$ cat config.mk
export PLATFORM = sky130hd
export DESIGN_NAME = coupling_mode_ctrl
export DESIGN_NICKNAME = d
export VERILOG_FILES = /design/src/rtl/coupling_mode_ctrl.sv
export SDC_FILE = /design/constraint.sdc
export NUM_CORES = 1
export LEC_CHECK = 0
export BUFFER_PORTS_ARGS = -buffer_cell sky130_fd_sc_hd__buf_2
export CELL_PAD_IN_SITES_DETAIL_PLACEMENT = 2
export CELL_PAD_IN_SITES_GLOBAL_PLACEMENT = 2
export CORE_MARGIN = 2
export CORE_UTILIZATION = 37
export DETAILED_ROUTE_END_ITERATION = 8
export HOLD_SLACK_MARGIN = 0.05
export PLACE_DENSITY = 0.79
export SYNTH_ARGS = -nofsm -noshare
export SYNTH_HDL_FRONTEND = slang
export SYNTH_SLANG_ARGS = --single-unit
$ cat constraint.sdc
create_clock -name clk -period 3.65 [get_ports clk]
set_input_delay 0.5475 -clock clk [delete_from_list [all_inputs] [get_ports clk]]
set_output_delay 0.5475 -clock clk [all_outputs]
set_load 0.01 [all_outputs]
$ cat src/rtl/coupling_mode_ctrl.sv
`default_nettype none
// ============================================================================
// Module      : coupling_mode_ctrl
// Description : AC/DC coupling controller for the scope sample path.
//               Debounces the active-low AC/DC buttons, runs the coupling
//               mode FSM (DC / AC_CAL / AC_RUN), measures the input DC offset
//               by averaging 2^CAL_LOG2 samples and removes it in AC_RUN.
//               Optional build macro COUPLING_AUTO_RECAL_EN: periodic
//               automatic recalibration every RECAL_SAMPLES AC_RUN samples.
// Revision    : 1.0 - initial release
// ============================================================================
module coupling_mode_ctrl #(
  parameter int DATA_W          = 12,
  parameter int DEBOUNCE_CYCLES = 100,
  parameter int CAL_LOG2        = 4,
  parameter int RECAL_SAMPLES   = 65536
) (
  input  logic              clk,
  input  logic              rst_n,
  input  logic              ac_button,
  input  logic              dc_button,
  input  logic [DATA_W-1:0] sample_in,
  input  logic              sample_valid,
  output logic [DATA_W-1:0] result,
  output logic              out_valid,
  output logic              mode_ac,
  output logic              cal_busy,
  output logic [DATA_W-1:0] offset_out
);

  // --------------------------------------------------------------------------
  // Constants
  // --------------------------------------------------------------------------
  localparam int DB_W  = $clog2(DEBOUNCE_CYCLES + 1);
  localparam int ACC_W = DATA_W + CAL_LOG2;

  localparam logic [DB_W-1:0]       DB_MAX   = DB_W'(DEBOUNCE_CYCLES);
  localparam logic [DB_W-1:0]       DB_ONE   = DB_W'(1);
  localparam logic [CAL_LOG2-1:0]   CAL_LAST = '1;
  localparam logic [CAL_LOG2-1:0]   CAL_ONE  = CAL_LOG2'(1);
  localparam logic [DATA_W-1:0]     MID_U    = {1'b1, {(DATA_W-1){1'b0}}};
  localparam logic signed [DATA_W+1:0] MID_S = {3'b001, {(DATA_W-1){1'b0}}};
  localparam logic signed [DATA_W+1:0] MAX_S = {2'b00, {DATA_W{1'b1}}};

  // Reject parameter sets the datapath is not sized for.
  if (DATA_W < 2 || DEBOUNCE_CYCLES < 1 || CAL_LOG2 < 1 || RECAL_SAMPLES < 2) begin : g_param_check
    $error("coupling_mode_ctrl: unsupported parameter value");
  end

  // --------------------------------------------------------------------------
  // Button debounce: one saturating counter per button, press event is a
  // single pulse on the cycle the counter first reaches DEBOUNCE_CYCLES.
  // Index 0 = AC button, index 1 = DC button.
  // --------------------------------------------------------------------------
  logic [1:0] buttons;
  logic       ac_evt;
  logic       dc_evt;

  assign buttons = {dc_button, ac_button};

  for (genvar i = 0; i < 2; i++) begin : g_debounce
    logic [DB_W-1:0] cnt;
    logic            evt;

    // Count held-low cycles; the pulse fires as the count steps onto the limit.
    always_ff @(posedge clk or negedge rst_n) begin
      if (!rst_n) begin
        cnt <= '0;
        evt <= 1'b0;
      end else if (buttons[i]) begin
        cnt <= '0;
        evt <= 1'b0;
      end else begin
        evt <= (cnt == DB_MAX - DB_ONE);
        if (cnt != DB_MAX) begin
          cnt <= cnt + DB_ONE;
        end
      end
    end
  end

  assign ac_evt = g_debounce[0].evt;
  assign dc_evt = g_debounce[1].evt;

  // --------------------------------------------------------------------------
  // Mode FSM
  // --------------------------------------------------------------------------
  typedef enum logic [1:0] {
    ST_DC     = 2'd0,
    ST_AC_CAL = 2'd1,
    ST_AC_RUN = 2'd2
  } state_t;

  state_t state;
  state_t state_nxt;

  logic                cal_clear;   // enter or restart calibration
  logic                cal_accum;   // fold this sample into the average
  logic                cal_done;    // this sample completes the average
  logic [ACC_W-1:0]    cal_acc;
  logic [ACC_W-1:0]    cal_sum;
  logic [CAL_LOG2-1:0] cal_cnt;
  logic                recal_due;

  assign cal_sum = cal_acc + {{CAL_LOG2{1'b0}}, sample_in};

`ifdef COUPLING_AUTO_RECAL_EN
  localparam int RUN_W = $clog2(RECAL_SAMPLES);
  localparam logic [RUN_W-1:0] RUN_LAST = RUN_W'(RECAL_SAMPLES - 1);
  localparam logic [RUN_W-1:0] RUN_ONE  = RUN_W'(1);

  logic [RUN_W-1:0] run_cnt;

  assign recal_due = sample_valid && (run_cnt == RUN_LAST);

  // AC_RUN sample counter; held at zero outside AC_RUN so every entry starts fresh.
  always_ff @(posedge clk or negedge rst_n) begin
    if (!rst_n) begin
      run_cnt <= '0;
    end else if (state != ST_AC_RUN) begin
      run_cnt <= '0;
    end else if (sample_valid) begin
      run_cnt <= run_cnt + RUN_ONE;
    end
  end
`else
  assign recal_due = 1'b0;
`endif

  // State register.
  always_ff @(posedge clk or negedge rst_n) begin
    if (!rst_n) begin
      state <= ST_DC;
    end else begin
      state <= state_nxt;
    end
  end

  // Next-state and calibration control; the DC event always wins over AC.
  always_comb begin
    state_nxt = state;
    cal_clear = 1'b0;
    cal_accum = 1'b0;
    cal_done  = 1'b0;
    case (state)
      ST_DC: begin
        if (!dc_evt && ac_evt) begin
          state_nxt = ST_AC_CAL;
          cal_clear = 1'b1;
        end
      end
      ST_AC_CAL: begin
        if (dc_evt) begin
          state_nxt = ST_DC;
        end else if (ac_evt) begin
          cal_clear = 1'b1;
        end else if (sample_valid) begin
          cal_accum = 1'b1;
          if (cal_cnt == CAL_LAST) begin
            cal_done  = 1'b1;
            state_nxt = ST_AC_RUN;
          end
        end
      end
      ST_AC_RUN: begin
        if (dc_evt) begin
          state_nxt = ST_DC;
        end else if (ac_evt || recal_due) begin
          state_nxt = ST_AC_CAL;
          cal_clear = 1'b1;
        end
      end
      default: begin
        state_nxt = ST_DC;
      end
    endcase
  end

  // Calibration accumulator, sample count and the published offset.
  always_ff @(posedge clk or negedge rst_n) begin
    if (!rst_n) begin
      cal_acc    <= '0;
      cal_cnt    <= '0;
      offset_out <= '0;
    end else begin
      if (cal_clear) begin
        cal_acc <= '0;
        cal_cnt <= '0;
      end else if (cal_accum) begin
        cal_acc <= cal_sum;
        cal_cnt <= cal_cnt + CAL_ONE;
      end
      if (cal_done) begin
        offset_out <= cal_sum[ACC_W-1:CAL_LOG2];
      end
    end
  end

  // --------------------------------------------------------------------------
  // Sample datapath: offset removal recentred on mid-scale, clamped to range.
  // --------------------------------------------------------------------------
  logic signed [DATA_W+1:0] run_diff;
  logic [DATA_W-1:0]        run_value;

  assign run_diff = $signed({2'b00, sample_in}) - $signed({2'b00, offset_out}) + MID_S;

  // Saturate the recentred sample instead of letting it wrap.
  always_comb begin
    run_value = run_diff[DATA_W-1:0];
    if (run_diff[DATA_W+1]) begin
      run_value = '0;
    end else if (run_diff > MAX_S) begin
      run_value = '1;
    end
  end

  // Output register: one result per valid sample, held otherwise.
  always_ff @(posedge clk or negedge rst_n) begin
    if (!rst_n) begin
      result    <= '0;
      out_valid <= 1'b0;
    end else begin
      out_valid <= sample_valid;
      if (sample_valid) begin
        case (state)
          ST_AC_CAL: result <= MID_U;
          ST_AC_RUN: result <= run_value;
          default:   result <= sample_in;
        endcase
      end
    end
  end

  // Registered state decodes, aligned with the state register.
  always_ff @(posedge clk or negedge rst_n) begin
    if (!rst_n) begin
      mode_ac  <= 1'b0;
      cal_busy <= 1'b0;
    end else begin
      mode_ac  <= (state_nxt != ST_DC);
      cal_busy <= (state_nxt == ST_AC_CAL);
    end
  end

endmodule
`default_nettype wire
==> impl_metrics.json, run 1 <==
{
  "status": "finished, final reports clean",
  "start_kind": "flip-flop",
  "die_w_um": 109,
  "crit_arrival_ps": 3700,
  "cts_sinks": 65,
  "critical-path-max-stage-delay_ps": 480,
  "wirelength_mm": 12.4,
  "rsz0062_at_grt": "no",
  "swShare": 0.296,
  "synth_nets": 517,
  "holdCritPathClass": "input pin to asynchronous set/reset pin",
  "diodes": 0,
  "overflow": 0,
  "synthArstFlopShare": 1.00,
  "cts.root.buffer_cell": "clkbuf_8",
  "worst_pin_slew_ps": 587,
  "clk_pin_slew_ps": 80,
  "synthesis.area_mm2": 0.00412,
  "slowest_stage": "nor3b_1",
  "vdd_drop_max_uv": 183,
  "cts_buffer_depth": 2,
  "final_common_cell": "dfrtp_1",
  "design.die.area_mm2": 0.0120,
  "report.final.slew_viol_count": 0,
  "grt_pass1_wl_mm": 20.7,
  "critPathKind": "flip-flop to flip-flop",
  "firstDrtPassIters": 4,
  "htree_levels": 3,
  "cp_top_family": "compound AO/OA/AOI/OAI gates",
  "start_util": 0.380,
  "p_clk_frac": 0.371,
  "fin_crit_sh": 0.932,
  "fin_crit_ps": 3400,
  "postSynthCellCount": 464,
  "drc": 0,
  "rows": 38,
  "worst_hold_slack_ps": 150,
  "fin_area_mm2": 0.00469,
  "num_vias": 3596,
  "wl_per_cell_um": 19.1,
  "ys_types": 51,
  "antenna_found_initial": 0,
  "synth-seq-cells": 65,
  "synth_edf_count": 0,
  "worst_slew_margin_rel": 0.607,
  "endpoint_kind": "flip-flop",
  "drt_iter0_markers": 86,
  "maxClockFrequency_ghz": 0.294,
  "synth_ff_type": "dfrtp_1",
  "pwr-share-seq": 0.451,
  "skew_ps": 13.3,
  "hpwl_mm": 9.51,
  "crit_buf_inv": 1,
  "cts_setup_buffers": 0,
  "synth_top_area_share": 0.395,
  "gp_congestion": 0.793,
  "combinationalPowerShare": 0.178,
  "final_cell_mix": "65 x dfrtp_1, 48 x nor2_1, 46 x nand2_1, 43 x buf_2",
  "critical_path.max_fanout": 5,
  "die_h_um": 109,
  "tritoncts": "yes",
  "grt_pass1_vias": 4030,
  "place_area_mm2": 0.00449,
  "clock_latency_ps": 380,
  "grt_max_degree": 43,
  "required_ps": 3950,
  "fin_setup_tns_ps": 0,
  "synth_area_per_cell_um2": 8.87,
  "p_switching_w": 0.000507,
  "cts_resized": 0,
  "grt_use_total": 0.229,
  "drtAntennaViolNets": 0,
  "ys_seq_area_frac": 0.395,
  "synthTopCellsByArea": "dfrtp_1 40%, ha_1 10%, a21oi_1 4.6%",
  "area_delta_synth_final_pct": 13.9,
  "finalSetupViolCount": 0,
  "worstPathCellList": "inv_1 > ha_1 > nor2b_4 > o31a_1 > o41a_1 > a31oi_2 > a21oi_1 > xnor2_1 > ha_1 > nor3b_1 > o21ai_0 > a31oi_1",
  "ys_warn_count": 0,
  "hold_buffers": 0,
  "cap_violations": 0,
  "drive_gt1_frac": 0.146,
  "core_mm2": 0.0108,
  "hold_viol_final": 0,
  "final_nets": 561,
  "cts_buffers": 9,
  "p_int_w": 0.00121,
  "port_buffers": 43,
  "p_per_area_mw_per_mm2": 366,
  "top_level_ports": 44,
  "post_drt_via_cell_ratio": 5.52,
  "yosys.area.top_type": "dfrtp_1",
  "worst_path_most_repeated_cell": "ha_1",
  "p_leak_nw": 2.20
}
## layer usage
metal  global-route usage  wire [µm]  vias up
met2                0.410       6370       52
met5                    0          0        -
met3               0.0326        265       21
li1                     -          -     1714
met4                0.106        318        0
met1                0.269       5480     1809
## worst paths after layout
path	endpoint	cells past startpoint	slack (ps)	startpoint
worst max-delay path	result[5]$_DFFE_PN0P_	12	250	offset_out[1]$_DFFE_PN0P_
worst min-delay path	result[0]$_DFFE_PN0P_	1	150	rst_n
worst max register to register	result[5]$_DFFE_PN0P_	12	250	offset_out[1]$_DFFE_PN0P_
worst min register to register	offset_out[6]$_DFFE_PN0P_	2	510	offset_out[6]$_DFFE_PN0P_
max in group asynchronous	g_debounce[1].cnt[5]$_DFFE_PN0P_	2	2480	rst_n
min in group clk	g_debounce[0].cnt[5]$_DFFE_PN0P_	2	440	ac_button
## synth_stat cells (all sizes together) (7+ instances only)
| master | count |
|---|---|
| o21a | 7 |
| nand2 | 46 |
| nor3 | 10 |
| clkbuf | 14 |
| a31oi | 7 |
| nor2 | 48 |
| inv | 26 |
| dfrtp | 65 |
| nand3 | 11 |
| o22ai | 8 |
| ha | 34 |
| o21ai | 41 |
| xnor2 | 15 |
| xor2 | 15 |
| a21oi | 38 |
## flip-flops by register name, indices dropped and copies added (netlist names)
signal          flops
mode_ac             1
state               2
cal_cnt             4
dc_evt              1
out_valid           1
cal_acc            16
offset_out         12
ac_evt              1
g_debounce.cnt     14
result             12
cal_busy            1
## logic make-up after synthesis
group,after synthesis,synth area share
adders and majority gates,36,0.113
muxes,6,0.0149
xor gates and xnor gates,30,0.0638
and+or+nand+nor,154,0.174
buffers and inverters,41,0.0377
DFF,65,0.395
AOI/OAI and AO/OA,132,0.201
## cell type report
class                           instances  area (µm²)
Inverter                               26        97.6
Fill cell                            1203        6150
Clock inverter                          1        7.51
Clock buffer                           14         193
Multi-Input combinational cell        358        2340
Timing Repair Buffer                   48         253
Tap cell                              140         175
Sequential cell                        65        1630
## power groups by stage
stage / clock, W / sequential, W / combinational [W]
floorplan: 0 / 0.000787 / 0.000192
global placement: 0 / 0.000784 / 0.000292
detailed placement: 0 / 0.000787 / 0.000306
CTS: 0.000658 / 0.000774 / 0.000309
global route: 0.000689 / 0.000778 / 0.000341
finish: 0.000636 / 0.000773 / 0.000304
## through the flow
stage / utilization / setup slack, ps / power, W / instances
finish: 0.432 / 250 / 0.00171 / 652
global route: 0.432 / 11.6 / 0.00181 / 652
CTS: 0.432 / 251 / 0.00174 / 652
detailed placement: 0.414 / 54.3 / 0.00109 / 637
global placement: 0.414 / 207 / 0.00108 / 637
floorplan: - / 508 / 0.000979 / 464
## worst register-to-register path, stage by stage (launching register included)
cell and delay (ps):
dfrtp_1 450, inv_1 70, ha_1 280, nor2b_4 130, o31a_1 270, o41a_1 350, a31oi_2 250, a21oi_1 180
xnor2_1 160, ha_1 260, nor3b_1 480, o21ai_0 240, a31oi_1 220
Power figures use the tool's default switching activity.
==> inputs of run 2 (changes only) <==
--- a/config.mk
+++ b/config.mk
@@ -5,14 +5,16 @@
 export SDC_FILE = /design/constraint.sdc
 export NUM_CORES = 1
 export LEC_CHECK = 0
+export ABC_AREA = 1
 export BUFFER_PORTS_ARGS = -buffer_cell sky130_fd_sc_hd__buf_2
 export CELL_PAD_IN_SITES_DETAIL_PLACEMENT = 2
 export CELL_PAD_IN_SITES_GLOBAL_PLACEMENT = 2
 export CORE_MARGIN = 2
-export CORE_UTILIZATION = 37
+export CORE_UTILIZATION = 35
 export DETAILED_ROUTE_END_ITERATION = 8
 export HOLD_SLACK_MARGIN = 0.05
 export PLACE_DENSITY = 0.79
+export REMOVE_ABC_BUFFERS = 1
 export SYNTH_ARGS = -nofsm -noshare
 export SYNTH_HDL_FRONTEND = slang
 export SYNTH_SLANG_ARGS = --single-unit
==> impl_metrics.json, run 2 <==
{
  "drt_iter0_markers": 154,
  "grt_use_total": 0.239,
  "drive_gt1_frac": 0.141,
  "critPathKind": "flip-flop to flip-flop",
  "synth_ff_type": "dfrtp_1",
  "yosys.area.top_type": "dfrtp_1",
  "gr-usage-met2": 0.441,
  "p_leak_nw": 2.52,
  "grt_use_met1": 0.274,
  "finalSetupViolCount": 0,
  "synth_top_area_share": 0.377,
  "grt_pass1_vias": 4651,
  "cts_resized": 0,
  "core_mm2": 0.0120,
  "grt_util_met3": 0.0406,
  "area_delta_synth_final_pct": 16.7,
  "synth-seq-cells": 65,
  "wirelength_mm": 14.5,
  "drc": 0,
  "worst_slew_margin_rel": 0.369,
  "diodes": 0,
  "slowest_stage": "ha_1",
  "wl_per_cell_um": 18.7,
  "largest_register_ffs": 16,
  "gp_congestion": 0.844,
  "top_level_ports": 44,
  "holdCritPathClass": "input pin to asynchronous set/reset pin",
  "busiest_layer": "met2",
  "largest-register": "cal_acc",
  "report.final.slew_viol_count": 0,
  "clk_pin_slew_ps": 60,
  "fin_crit_ps": 3270,
  "cts.root.buffer_cell": "clkbuf_16",
  "postSynthCellCount": 574,
  "drtAntennaViolNets": 0,
  "post_drt_via_cell_ratio": 5.26,
  "worst_pin_slew_ps": 946,
  "p_per_area_mw_per_mm2": 644,
  "firstDrtPassIters": 4,
  "synth_area_per_cell_um2": 7.51,
  "antenna_found_initial": 0,
  "ys_warn_count": 0,
  "cts_setup_buffers": 0,
  "hold_viol_final": 0,
  "maxClockFrequency_ghz": 0.306,
  "critical-path-max-stage-delay_ps": 490,
  "overflow": 0,
  "grt_pass1_wl_mm": 24.1,
  "tritoncts": "yes",
  "regToRegStartpoint": "offset_out[2]$_DFFE_PN0P_",
  "clock_latency_ps": 350,
  "required_ps": 3880,
  "skew_ps": 13.1,
  "yosysMostFrequentCell": "nand2_1",
  "ys_types": 38,
  "vdd_drop_max_uv": 286,
  "final_common_cell": "nand2_1",
  "cts_buffers": 9,
  "nFillCells": 1411,
  "die_w_um": 115,
  "cts_buffer_depth": 2,
  "ff_latch_area_mm2": 0.00163,
  "crit_buf_inv": 3,
  "synthTopCellsByCount": "149 x nand2_1, 86 x inv_1, 65 x dfrtp_1, 43 x nor2_1, 39 x a21oi_1",
  "synthTopCellsByArea": "dfrtp_1 38%, nand2_1 13%, ha_1 9.9%",
  "worstPathCellList": "inv_1 > ha_1 > nand3_1 > nand2_2 > nand3_1 > nand3_1 > nand2_1 > nand2_1 > inv_1 > ha_1 > inv_1 > nor4_1 > nand3_1 > nor2_2 > nand3_2 > nand2_4 > nand2_1 > nand2_1 > a21oi_2",
  "reg_top3": "cal_acc x16, g_debounce.cnt x14",
  "cap_violations": 0,
  "synthesis.area_mm2": 0.00431,
  "status": "finished, final reports clean",
  "endpoint_kind": "flip-flop",
  "cts_sinks": 65,
  "grt_max_degree": 41,
  "start_util": 0.359,
  "port_buffers": 43,
  "finish.utilization": 0.419,
  "synth_edf_count": 0,
  "final_cell_mix": "149 x nand2_1, 86 x inv_1, 65 x dfrtp_1, 43 x nor2_1, 43 x buf_2",
  "rows": 40,
  "cp_top_family": "simple AND/OR/NAND/NOR gates",
  "final_nets": 677,
  "multi_input_area_mm2": 0.00230,
  "startpoint": "offset_out[2]$_DFFE_PN0P_",
  "critical_path.max_fanout": 10,
  "die_h_um": 115,
  "hpwl_mm": 11.0,
  "htree_levels": 3,
  "num_vias": 4081,
  "start_kind": "flip-flop",
  "fin_setup_tns_ps": 0,
  "hold_buffers": 0,
  "rsz0062_at_grt": "no",
  "design.die.area_mm2": 0.0132,
  "fin_crit_sh": 0.895,
  "crit_arrival_ps": 3500,
  "ys_seq_area_frac": 0.377,
  "synthArstFlopShare": 1.00
}
==> run 2: changes by cell type in the layout (fill, tap and decap cells not counted), moves of 10 or more <==
cell,previous run,this run
nand2_1,46,149
nand3_1,11,37
clkbuf_8,14,2
a21oi_2,0,10
inv_1,26,86
==> run 2: worst paths after layout <==
path | slack (ps) | depth (start not counted) | to
max in group asynchronous | 2480 | 2 | result[9]$_DFFE_PN0P_
setup / recovery | 380 | 19 | result[8]$_DFFE_PN0P_
hold / removal | 340 | 1 | g_debounce[1].cnt[0]$_DFFE_PN0P_
hold reg to reg | 470 | 1 | cal_cnt[3]$_DFFE_PN0P_
setup reg to reg | 380 | 19 | result[8]$_DFFE_PN0P_
min in group clk | 430 | 2 | g_debounce[1].cnt[6]$_DFFE_PN0P_
==> run 2: logic make-up (layout without fill, tap and decap cells) <==
| logic type | after synthesis | after routing | synth area share |
|---|---|---|---|
| flip-flops | 65 | 65 | 0.377 |
| buffers and inverters | 99 | 154 | 0.0894 |
| adder cells (fa/ha/maj) | 36 | 36 | 0.108 |
| AND/OR/NAND/NOR | 258 | 258 | 0.256 |
| AO/OA/AOI/OAI | 103 | 103 | 0.143 |
| XOR/XNOR | 13 | 13 | 0.0264 |
==> run 2: cell type report <==
class / instances / share of cell area
well taps: 147 / 0.0366
flip-flops and latches: 65 / 0.323
multi-input cells: 410 / 0.457
clock buffers: 12 / 0.0510
inverters: 90 / 0.0672
repair buffers: 48 / 0.0502
clock inverters: 4 / 0.0149
==> run 2: routing by layer <==
layer  part of all wire  routed length, µm  vias up
met5                  0                  0        -
met4              0.023                335        0
met1               0.42               6080     2054
li1                   -                  -     1962
met3              0.021                310       21
met2               0.54               7800       44
==> run 2: metrics by stage <==
stage / cell area [µm²] / std cells / setup slack, ps / hold WS, ps / power, W
after floorplan: 4260 / 565 / 730 / 252 / 0.00184
after global placement: 4700 / 760 / 364 / 449 / 0.00218
after detailed placement: 4700 / 760 / 148 / 460 / 0.00226
after CTS: 5030 / 776 / 388 / 379 / 0.00327
after global routing: 5030 / 776 / 125 / 408 / 0.00348
final: 5030 / 776 / 382 / 343 / 0.00324
==> run 2: worst register-to-register path: stages (launching register included) <==
cell	delay, ps
dfrtp_1	350
inv_1	60
ha_1	490
nand3_1	200
nand2_2	130
nand3_1	110
nand3_1	90
nand2_1	60
nand2_1	100
inv_1	90
ha_1	320
inv_1	70
nor4_1	310
nand3_1	140
nor2_2	140
nand3_2	110
nand2_4	160
nand2_1	70
nand2_1	80
a21oi_2	50
==> run 2: power by group <==
group | total (W) | switching [W] | internal, W
Clock | 0.000978 | 0.000343 | 0.000635
Sequential | 0.00100 | 0.000118 | 0.000883
Combinational | 0.00126 | 0.000812 | 0.000450
